===== config.mk =====
export PLATFORM = sky130hd
export DESIGN_NAME = ram_dma_controller
export DESIGN_NICKNAME = d
export VERILOG_FILES = /design/src/rtl/ram_dma_controller.sv
export SDC_FILE = /design/constraint.sdc
export NUM_CORES = 1
export LEC_CHECK = 0
export BUFFER_PORTS_ARGS = -buffer_cell sky130_fd_sc_hd__buf_2
export CORE_ASPECT_RATIO = 0.6
export CORE_MARGIN = 3
export CORE_UTILIZATION = 35
export DETAILED_ROUTE_END_ITERATION = 8
export HOLD_SLACK_MARGIN = 0.12
export SYNTH_ARGS = -nofsm -noshare
export SYNTH_HDL_FRONTEND = slang
export SYNTH_SLANG_ARGS = --single-unit

===== constraint.sdc =====
create_clock -name clock -period 6.21 [get_ports clock]
set_input_delay 1.5525 -clock clock [delete_from_list [all_inputs] [get_ports clock]]
set_output_delay 1.5525 -clock clock [all_outputs]
set_load 0.02 [all_outputs]

===== src/rtl/ram_dma_controller.sv =====
// DMA engine moving word blocks between the 512-word scratchpad and an external burst bus.
// Configured and started through the custom-instruction port; drives the scratchpad's second port.
module ram_dma_controller #(
  parameter logic [7:0]  customId = 8'h00,
  parameter int unsigned maxBurst = 256
) (
  input  logic        clock,
  input  logic        reset,
  input  logic        start,
  input  logic [31:0] valueA,
  input  logic [31:0] valueB,
  input  logic [7:0]  ciN,
  output logic [31:0] result,
  output logic        done,
  output logic [8:0]  memAddress,
  output logic        memWriteEnable,
  output logic [31:0] memWriteData,
  input  logic [31:0] memReadData,
  output logic        busRequest,
  input  logic        busGrant,
  output logic        busStart,
  output logic        busRead,
  output logic [31:0] busAddress,
  output logic [7:0]  busBurstLength,
  output logic [31:0] busWriteData,
  output logic        busWriteValid,
  input  logic        busWriteReady,
  input  logic [31:0] busReadData,
  input  logic        busReadValid,
  input  logic        busEnd,
  input  logic        busError
);

  localparam int unsigned DataW = 32;
  localparam int unsigned MemAw = 9;
  localparam int unsigned SizeW = 10;
  localparam int unsigned LenW  = 9;
  localparam int unsigned BlenW = 8;

  localparam logic [SizeW-1:0] MaxBlock = SizeW'(512);
  localparam logic [LenW-1:0]  MaxLen   = LenW'(maxBurst);

  typedef enum logic [2:0] {
    S_IDLE, S_REQUEST, S_START, S_READ, S_WRITE, S_WAIT_END, S_NEXT
  } state_t;

  // Write-burst beat pipeline: present address, capture read data, hold for the slave.
  typedef enum logic [1:0] {PH_ADDR, PH_DATA, PH_HOLD} phase_t;

  state_t state, state_nxt;
  phase_t phase, phase_nxt;

  logic [DataW-1:0] cfg_bus_addr, cfg_bus_addr_nxt;
  logic [MemAw-1:0] cfg_mem_addr, cfg_mem_addr_nxt;
  logic [SizeW-1:0] cfg_block, cfg_block_nxt;
  logic [BlenW-1:0] cfg_burst, cfg_burst_nxt;
  logic             error, error_nxt;
  logic             dir_read, dir_read_nxt;

  logic [DataW-1:0] work_bus_addr, work_bus_addr_nxt;
  logic [MemAw-1:0] work_mem_addr, work_mem_addr_nxt;
  logic [SizeW-1:0] remaining, remaining_nxt;
  logic [LenW-1:0]  cur_len, cur_len_nxt;
  logic [LenW-1:0]  beat_cnt, beat_cnt_nxt;

  logic [DataW-1:0] result_nxt;
  logic             done_nxt;
  logic [MemAw-1:0] mem_addr_nxt;
  logic             mem_we_nxt;
  logic [DataW-1:0] mem_wdata_nxt;
  logic             bus_req_nxt;
  logic             bus_start_nxt;
  logic             bus_read_nxt;
  logic [DataW-1:0] bus_addr_nxt;
  logic [BlenW-1:0] bus_len_nxt;
  logic [DataW-1:0] wdata_nxt;
  logic             wvalid_nxt;

  logic             sel_hit;
  logic             wr_en;
  logic [2:0]       sel;
  logic             busy;
  logic             go_cmd;
  logic [DataW-1:0] rd_mux;
  logic [LenW-1:0]  burst_cfg;
  logic [LenW-1:0]  burst_len;
  logic             unused_bits;

  assign sel_hit     = start && (ciN == customId);
  assign sel         = valueA[12:10];
  assign wr_en       = valueA[9];
  assign busy        = (state != S_IDLE);
  assign go_cmd      = sel_hit && wr_en && (sel == 3'd5) && (valueB[0] || valueB[1]) && !busy;
  assign unused_bits = ^{valueA[31:13], valueA[8:0]};

  always_comb begin
    unique case (sel)
      3'd1:    rd_mux = cfg_bus_addr;
      3'd2:    rd_mux = DataW'(cfg_mem_addr);
      3'd3:    rd_mux = DataW'(cfg_block);
      3'd4:    rd_mux = DataW'(cfg_burst);
      3'd5:    rd_mux = DataW'({error, busy});
      default: rd_mux = '0;
    endcase
  end

  // Length of the next burst: configured size clamped to the bus limit and to what is left.
  always_comb begin
    burst_cfg = LenW'(cfg_burst) + LenW'(1);
    if (burst_cfg > MaxLen) burst_cfg = MaxLen;
    burst_len = (SizeW'(burst_cfg) > remaining) ? LenW'(remaining) : burst_cfg;
  end

  always_comb begin
    state_nxt         = state;
    phase_nxt         = phase;
    cfg_bus_addr_nxt  = cfg_bus_addr;
    cfg_mem_addr_nxt  = cfg_mem_addr;
    cfg_block_nxt     = cfg_block;
    cfg_burst_nxt     = cfg_burst;
    error_nxt         = error;
    dir_read_nxt      = dir_read;
    work_bus_addr_nxt = work_bus_addr;
    work_mem_addr_nxt = work_mem_addr;
    remaining_nxt     = remaining;
    cur_len_nxt       = cur_len;
    beat_cnt_nxt      = beat_cnt;
    done_nxt          = sel_hit;
    result_nxt        = (sel_hit && !wr_en) ? rd_mux : '0;
    mem_addr_nxt      = memAddress;
    mem_we_nxt        = 1'b0;
    mem_wdata_nxt     = '0;
    bus_start_nxt     = 1'b0;
    bus_read_nxt      = 1'b0;
    bus_addr_nxt      = '0;
    bus_len_nxt       = '0;
    wdata_nxt         = busWriteData;
    wvalid_nxt        = busWriteValid;

    if (sel_hit && wr_en && !busy) begin
      unique case (sel)
        3'd1:    cfg_bus_addr_nxt = {valueB[31:2], 2'b00};
        3'd2:    cfg_mem_addr_nxt = valueB[8:0];
        3'd3:    cfg_block_nxt    = (valueB > DataW'(MaxBlock)) ? MaxBlock : valueB[9:0];
        3'd4:    cfg_burst_nxt    = valueB[7:0];
        default: ;
      endcase
    end

    unique case (state)
      S_IDLE: begin
        if (go_cmd) begin
          error_nxt = 1'b0;
          if (cfg_block != '0) begin
            state_nxt         = S_REQUEST;
            dir_read_nxt      = valueB[0];
            work_bus_addr_nxt = cfg_bus_addr;
            work_mem_addr_nxt = cfg_mem_addr;
            remaining_nxt     = cfg_block;
          end
        end
      end
      S_REQUEST: begin
        if (busGrant) begin
          state_nxt     = S_START;
          cur_len_nxt   = burst_len;
          beat_cnt_nxt  = '0;
          bus_start_nxt = 1'b1;
          bus_read_nxt  = dir_read;
          bus_addr_nxt  = work_bus_addr;
          bus_len_nxt   = BlenW'(burst_len - LenW'(1));
        end
      end
      S_START: begin
        if (dir_read) begin
          state_nxt = S_READ;
        end else begin
          state_nxt    = S_WRITE;
          phase_nxt    = PH_ADDR;
          mem_addr_nxt = work_mem_addr;
        end
      end
      S_READ: begin
        // A beat arriving together with busEnd is still written.
        if (busReadValid && (beat_cnt < cur_len)) begin
          mem_we_nxt        = 1'b1;
          mem_addr_nxt      = work_mem_addr;
          mem_wdata_nxt     = busReadData;
          work_mem_addr_nxt = work_mem_addr + MemAw'(1);
          beat_cnt_nxt      = beat_cnt + LenW'(1);
        end
        if (busEnd) state_nxt = S_NEXT;
      end
      S_WRITE: begin
        unique case (phase)
          PH_ADDR: phase_nxt = PH_DATA;
          PH_DATA: begin
            wdata_nxt    = memReadData;
            wvalid_nxt   = 1'b1;
            mem_addr_nxt = memAddress + MemAw'(1);
            phase_nxt    = PH_HOLD;
          end
          default: begin
            if (busWriteReady) begin
              wvalid_nxt        = 1'b0;
              work_mem_addr_nxt = work_mem_addr + MemAw'(1);
              beat_cnt_nxt      = beat_cnt + LenW'(1);
              if (beat_cnt == cur_len - LenW'(1)) begin
                state_nxt = busEnd ? S_NEXT : S_WAIT_END;
              end else begin
                phase_nxt = PH_DATA;
              end
            end
          end
        endcase
      end
      S_WAIT_END: begin
        if (busEnd) state_nxt = S_NEXT;
      end
      S_NEXT: begin
        remaining_nxt     = remaining - SizeW'(cur_len);
        work_bus_addr_nxt = work_bus_addr + DataW'({cur_len, 2'b00});
        state_nxt         = (remaining == SizeW'(cur_len)) ? S_IDLE : S_REQUEST;
      end
      default: state_nxt = S_IDLE;
    endcase

    // Slave error aborts the transfer and silences both ports at once.
    if (busy && busError) begin
      state_nxt     = S_IDLE;
      error_nxt     = 1'b1;
      mem_addr_nxt  = '0;
      mem_we_nxt    = 1'b0;
      mem_wdata_nxt = '0;
      bus_start_nxt = 1'b0;
      bus_read_nxt  = 1'b0;
      bus_addr_nxt  = '0;
      bus_len_nxt   = '0;
      wdata_nxt     = '0;
      wvalid_nxt    = 1'b0;
    end

    bus_req_nxt = state_nxt inside {S_REQUEST, S_START, S_READ, S_WRITE, S_WAIT_END};
  end

  always_ff @(posedge clock) begin
    if (reset) begin
      state          <= S_IDLE;
      phase          <= PH_ADDR;
      cfg_bus_addr   <= '0;
      cfg_mem_addr   <= '0;
      cfg_block      <= '0;
      cfg_burst      <= '0;
      error          <= 1'b0;
      dir_read       <= 1'b0;
      work_bus_addr  <= '0;
      work_mem_addr  <= '0;
      remaining      <= '0;
      cur_len        <= '0;
      beat_cnt       <= '0;
      result         <= '0;
      done           <= 1'b0;
      memAddress     <= '0;
      memWriteEnable <= 1'b0;
      memWriteData   <= '0;
      busRequest     <= 1'b0;
      busStart       <= 1'b0;
      busRead        <= 1'b0;
      busAddress     <= '0;
      busBurstLength <= '0;
      busWriteData   <= '0;
      busWriteValid  <= 1'b0;
    end else begin
      state          <= state_nxt;
      phase          <= phase_nxt;
      cfg_bus_addr   <= cfg_bus_addr_nxt;
      cfg_mem_addr   <= cfg_mem_addr_nxt;
      cfg_block      <= cfg_block_nxt;
      cfg_burst      <= cfg_burst_nxt;
      error          <= error_nxt;
      dir_read       <= dir_read_nxt;
      work_bus_addr  <= work_bus_addr_nxt;
      work_mem_addr  <= work_mem_addr_nxt;
      remaining      <= remaining_nxt;
      cur_len        <= cur_len_nxt;
      beat_cnt       <= beat_cnt_nxt;
      result         <= result_nxt;
      done           <= done_nxt;
      memAddress     <= mem_addr_nxt;
      memWriteEnable <= mem_we_nxt;
      memWriteData   <= mem_wdata_nxt;
      busRequest     <= bus_req_nxt;
      busStart       <= bus_start_nxt;
      busRead        <= bus_read_nxt;
      busAddress     <= bus_addr_nxt;
      busBurstLength <= bus_len_nxt;
      busWriteData   <= wdata_nxt;
      busWriteValid  <= wvalid_nxt;
    end
  end

endmodule


==> results_dict.tcl, run 1 <==
set metrics [dict create \
    post-cts-setup-buffers 0 \
    synth_mux_area_frac 0.03296 \
    finalSetupViolCount 0 \
    max-slew-margin-rel 0.2135 \
    tightestPinTransition_ps 1180 \
    grt_pass1_vias 10680 \
    synth_top_area_frac 0.4422 \
    cp_slowest_cell "nor2_2" \
    r2r_slack_ps 1110 \
    areaGrowthSynthToFinish_pct 21.79 \
    stdcell_count 2207 \
    gp_congestion 0.8976 \
    synth_simple_gate_area_frac 0.2349 \
    pin_count 295 \
    min_period_ps 5100 \
    r2r-start "cfg_burst[0]$_SDFFE_PP0P_" \
    path_clk_slew_ps 70 \
    dp_cells 2150 \
    crit_start "cfg_burst[0]$_SDFFE_PP0P_" \
    layout-drive-gt1-share 0.2112 \
    cp-end-kind "flop" \
    critical_path_required_ps 6660 \
    worst_slack_ps 1110 \
    dp_slack_ps 1330 \
    mappedNetlistArea_um2 12680 \
    ys_ff_latch 280 \
    drtIter0Drc 1080 \
    crit_path_end "busBurstLength[6]$_SDFF_PP0_" \
    fmax_mhz 196.1 \
    fp.dieArea_um2 38620 \
    ant_nets 0 \
    cts_resized 0 \
    grtUsageTotal 0.2025 \
    fin_nets 1903 \
    vias 11870 \
    die_w_um 251.7 \
    start_util 0.3587 \
    hold_path_class "flop to flop" \
    fin_crit_sh 0.8213 \
    synth_compound_area_frac 0.1717 \
    clkLatencyLatePin_ps 570 \
    hold_violations 0 \
    post_drt_wl_per_cell_um 18.54 \
    synth_top_area_cell "dfxtp_1" \
    numPortBuffers 264 \
    root_buffer "clkbuf_16" \
    arrival_ps 5550 \
    ys_warn_count 0 \
    antenna_found_initial 2 \
    drv_cap 0 \
    rr_endpoint "busBurstLength[6]$_SDFF_PP0_" \
    hpwl_mm 29.93 \
    clock_path_buffers 3 \
    cts.sinks 280 \
    grt_max_degree 77 \
    coreArea_um2 35350 \
    dr.pass1.iters 5 \
    syn_area_per_cell_um2 8.520 \
    synth_cell_types 82 \
    cp-start-kind "flop" \
    syn_inst 1488 \
    fin_skew_ps 18.03 \
    vias_per_cell 5.380 \
    hold_buffers 0 \
    critPathMostFrequentCell "ha_1" \
    ys_seq_area_frac 0.4422 \
    reg2regPathDepth 18 \
    cp_slowest_stage_delay_ps 720 \
    synth_common_cells "dfxtp_1, nand2_1, a21oi_1" \
    leakage_nw 6.522 \
    ys.flop_type "dfxtp_1" \
    cts_buffers 29 \
    synth_most_common_cell "dfxtp_1" \
    drc 0 \
    worstPathCellList "ha_1, nand3_1, xnor2_1, ha_1, a21o_1, a21oi_1, o21ai_0, o31ai_1, nor2_2, mux2i_1, inv_1, ha_1, inv_1, nor3_1, nor3b_1, xor2_1, nor2_1, a211oi_1" \
    status "complete, no violations" \
    yosys.area_share.adder 0.04461 \
    synth_top_family_by_area "simple AND/OR/NAND/NOR gates" \
    irDropWorstVdd_v 0.0001963 \
    p_per_area_nw_per_um2 247.2 \
    grt_first_pass_wirelength_mm 62.87 \
    fp.dieH_um 153.4 \
    cts_tree "done" \
    hold_ws_ps 450.2 \
    synthXorXnorAreaFrac 0.03316 \
    grt_overflow 0 \
    crit_type "flop to flop" \
    worstPathMaxFanout 18 \
    async_reset_ff_frac 0 \
    rows 53 \
    tns_ps 0 \
    yosys-top-cells-area "dfxtp_1, nand2_1, a21oi_1" \
    htree_levels 1 \
    synth-edff-count 0 \
    slew_violations 0 \
    rsz0062_at_grt "no" \
    drt-total-wl_mm 40.92 \
]
## through the flow
step | total power [W] | instance area (um^2) | util
after CTS | 0.003858 | 15430 | 0.4365
after global placement | 0.001931 | 14380 | 0.4067
after floorplan | 0.001874 | 12680 | -
final | 0.003816 | 15440 | 0.4368
after global routing | 0.003935 | 15440 | 0.4368
after detailed placement | 0.001931 | 14380 | 0.4067
## power breakdown
| part | internal, W | total, W | switching, W |
|---|---|---|---|
| Clock | 0.00113 | 0.00192 | 0.000795 |
| Combinational | 0.0000343 | 0.0000966 | 0.0000622 |
| Sequential | 0.00179 | 0.00179 | 0.0000000482 |
## kinds of logic (layout without fill, tap and decap cells)
family,Yosys count,count (layout)
AO/OA/AOI/OAI,334,334
adder cells (fa/ha/maj),44,44
buffers and inverters,127,376
AND/OR/NAND/NOR,613,613
flip-flops,280,280
multiplexers,41,41
other,1,4
XOR/XNOR,48,48
## area by class of cell
| cell class | count | area, um^2 |
|---|---|---|
| inverter | 44 | 165.2 |
| multi-input combinational | 1082 | 6600 |
| sequential | 280 | 5605 |
| tap | 467 | 584.3 |
| antenna | 2 | 5.005 |
| fill | 3476 | 19910 |
| clock inverter | 23 | 307.8 |
| timing repair buffer | 278 | 1429 |
| clock buffer | 31 | 743.2 |
## critical path, delay by kind of cell, from the launching register on
kind / cells / cell delay (ps)
adder cells (fa/ha/maj): 3 / 890
AND/OR/NAND/NOR: 5 / 1480
flip-flops: 1 / 610
buffers and inverters: 2 / 230
multiplexers: 1 / 270
AO/OA/AOI/OAI: 5 / 790
XOR/XNOR: 2 / 700
## flip-flops by register name, summed over array words and instances (netlist names), 10 cells and up
name and flops:
cfg_bus_addr 30, result 32, memWriteData 32, remaining 10
cfg_block 10, busAddress 30, busWriteData 32, work_bus_addr 30
## layer usage
layer / part of all wire / vias up / track usage / routed length (um)
li1: - / 5713 / - / -
met1: 0.50 / 5604 / 0.3278 / 20660
met2: 0.38 / 500 / 0.2608 / 15410
met3: 0.10 / 54 / 0.05408 / 4173
met4: 0.016 / 2 / 0.03669 / 655
met5: 0.00032 / - / 0 / 13
## placed cells by master, fill, tap and decap left out, types with 14 or more instances in the layout
cell type    n
a21oi_1    143
and3_1      73
nor3_1      31
a22oi_1     27
buf_4       15
nor2_1     124
o22ai_1     14
nand2_1    211
buf_2      263
dfxtp_1    280
ha_1        42
inv_1       43
nand4_1     19
mux2i_1     35
xor2_1      19
xnor2_1     29
o21ai_0     29
nand3_1     44
nor2b_1     15
clkbuf_16   29
and2_1      29
## worst min path at each step
stage / cells past startpoint / to / startpoint / slack [ps]
4_1_cts: 2 / busWriteData[31]$_SDFFE_PP0P_ / busWriteData[31]$_SDFFE_PP0P_ / 450
2_1_floorplan: 2 / phase[0]$_SDFFE_PP0P_ / phase[0]$_SDFFE_PP0P_ / 430
3_5_place_dp: 2 / busWriteData[31]$_SDFFE_PP0P_ / busWriteData[31]$_SDFFE_PP0P_ / 440
3_3_place_gp: 2 / busWriteData[26]$_SDFFE_PP0P_ / busWriteData[26]$_SDFFE_PP0P_ / 440
5_1_grt: 2 / busWriteData[3]$_SDFFE_PP0P_ / busWriteData[3]$_SDFFE_PP0P_ / 470
6_report: 2 / busWriteData[31]$_SDFFE_PP0P_ / busWriteData[31]$_SDFFE_PP0P_ / 450
(Power assumes the default switching activity.)
==> run 2, diff against run 1 <==
clock period = 4.91 ns   (was 6.21 ns; I/O delays follow)
==> run 2 against run 1 <==
Effect of this change:
- non-clock buffer count is 5 higher
- global-route usage up 0.27 points
- largest power group is now registers
- critical path depth is 1 higher
- via count is 0.85% lower
- total power increased by 22%
- sequential share of layout area increased by 0.091 points
==> results_dict.tcl, run 2 (synthesized netlist as in run 1, its figures left out) <==
set metrics [dict create \
    post_drt_wl_per_cell_um 18.58 \
    drc 0 \
    dr.pass1.iters 5 \
    layout-drive-gt1-share 0.2102 \
    reg2regPathDepth 19 \
    critical_path_required_ps 5380 \
    dp_slack_ps 439.2 \
    numPortBuffers 264 \
    grt_max_degree 70 \
    status "complete, no violations" \
    cts_tree "done" \
    hold_path_class "flop to flop" \
    most-common-layout-cells "dfxtp_1, buf_2, nand2_1" \
    vias_per_cell 5.332 \
    crit_type "flop to flop" \
    coreArea_um2 35350 \
    antenna_found_initial 0 \
    multi_input_area_um2 6606 \
    grt_overflow 0 \
    tightestPinTransition_ps 1157 \
    fp.dieArea_um2 38620 \
    min_period_ps 4427 \
    hold_violations 0 \
    ant_nets 0 \
    fin_skew_ps 21.20 \
    hpwl_mm 30.12 \
    drtIter0Drc 1050 \
    layout_commonest_cell "dfxtp_1" \
    htree_levels 1 \
    rr_endpoint "busBurstLength[6]$_SDFF_PP0_" \
    hold_buffers 0 \
    finalSetupViolCount 0 \
    min_from "busWriteData[9]$_SDFFE_PP0P_" \
    fin_crit_sh 0.9016 \
    min_path_cells 2 \
    die_w_um 251.7 \
    dpl_cell_area_um2 14420 \
    drv_cap 0 \
    vias 11770 \
    clock_path_buffers 3 \
    clkLatencyLatePin_ps 570 \
    grt_pass1_vias 11010 \
    pin_count 295 \
    hold_end "busWriteData[9]$_SDFFE_PP0P_" \
    cts_buffers 29 \
    rows 53 \
    areaGrowthSynthToFinish_pct 21.49 \
    r2r-start "cfg_burst[0]$_SDFFE_PP0P_" \
    start_util 0.3587 \
    worstPathMaxFanout 10 \
    worst_slack_ps 483.0 \
    n_antenna_cell 0 \
    grt_first_pass_wirelength_mm 63.56 \
    p_per_area_nw_per_um2 302.3 \
    cp-end-kind "flop" \
    grtUsageTotal 0.2052 \
    power_w 0.004656 \
    fillCellCount 3476 \
    slew_violations 0 \
    fin_nets 1908 \
    path_clk_slew_ps 70 \
    fin_util 0.4357 \
    irDropWorstVdd_v 0.0002222 \
    tns_ps 0 \
    design_area_um2 15400 \
    drt-total-wl_mm 41.03 \
    gp_congestion 0.8732 \
    cts.sinks 280 \
    r2r_slack_ps 480 \
    rsz0062_at_grt "no" \
    arrival_ps 4900 \
    root_buffer "clkbuf_16" \
    fp.dieH_um 153.4 \
    leakage_nw 6.510 \
    max-slew-margin-rel 0.2266 \
    fmax_mhz 225.9 \
    cp-start-kind "flop" \
    reg.largest.list "busWriteData (32), memWriteData (32), result (32)" \
    regArea_um2 5605 \
]
## run 2: cell types whose count changed in the layout (fill, tap and decap cells not counted), moves of 2 or more
cell	delta
clkinvlp_4	-2
bufinv_16	-3
diode_2	-2
clkinv_2	-3
clkbuf_8	+5
buf_4	+5
clkbuf_1	+5
## run 2: repair_timing
action | CTS | global route
resized for setup | 0 | 3
endpoints found under the setup margin | 0 | 1
setup buffers | 0 | 0
## run 2: critical path, cell delays in order (launching register included)
cell and delay, ps:
dfxtp_1 530, ha_2 330, a21oi_1 90, o21ai_0 230, o31ai_2 150, ha_1 320
a21o_1 180, a21oi_1 210, nor2_1 70, a2111oi_1 390, nor2_2 190, mux2i_1 190
inv_1 110, ha_1 230, inv_1 90, nor3_1 330, nor3b_1 270, xor2_1 170
nor2_1 60, a211oi_1 210
## run 2: layout make-up
class	count	share of cell area
inverters	44	0.01072
flip-flops and latches	280	0.3640
clock buffers	41	0.05394
well taps	467	0.03794
clock inverters	11	0.009262
multi-input cells	1082	0.4290
repair buffers	283	0.09522
## run 2: stage by stage
stage,hold WS (ps),std cells
final,451.0,2208
after global routing,474.8,2208
after CTS,451.8,2208
after detailed placement,443.0,2156
after global placement,438.9,2156
after floorplan,433.4,1489
## run 2: worst max-delay path by stage
stage,start,endpoint,depth (start not counted)
6_report,cfg_burst[0]$_SDFFE_PP0P_,busBurstLength[6]$_SDFF_PP0_,19
4_1_cts,cfg_burst[2]$_SDFFE_PP0P_,busBurstLength[6]$_SDFF_PP0_,17
5_1_grt,cfg_burst[0]$_SDFFE_PP0P_,busBurstLength[6]$_SDFF_PP0_,18
3_3_place_gp,cfg_burst[0]$_SDFFE_PP0P_,busBurstLength[6]$_SDFF_PP0_,18
2_1_floorplan,cfg_burst[2]$_SDFFE_PP0P_,busBurstLength[6]$_SDFF_PP0_,18
3_5_place_dp,cfg_burst[2]$_SDFFE_PP0P_,busBurstLength[6]$_SDFF_PP0_,17
## run 2: routing by layer
layer	vias to the layer above	GRT usage	wire (um)
li1	5717	-	-
met1	5499	0.3225	20780
met2	511	0.2722	15340
met3	45	0.06310	4404
met4	0	0.03200	504
met5	-	0	0
## run 2: where the power goes
| group | leakage (nW) | switching [W] | internal [W] | total, W |
|---|---|---|---|---|
| clock | 0.475 | 0.000929 | 0.00133 | 0.00226 |
| sequential | 2.25 | 0.0000000649 | 0.00227 | 0.00227 |
| combinational | 3.78 | 0.0000796 | 0.0000434 | 0.000123 |
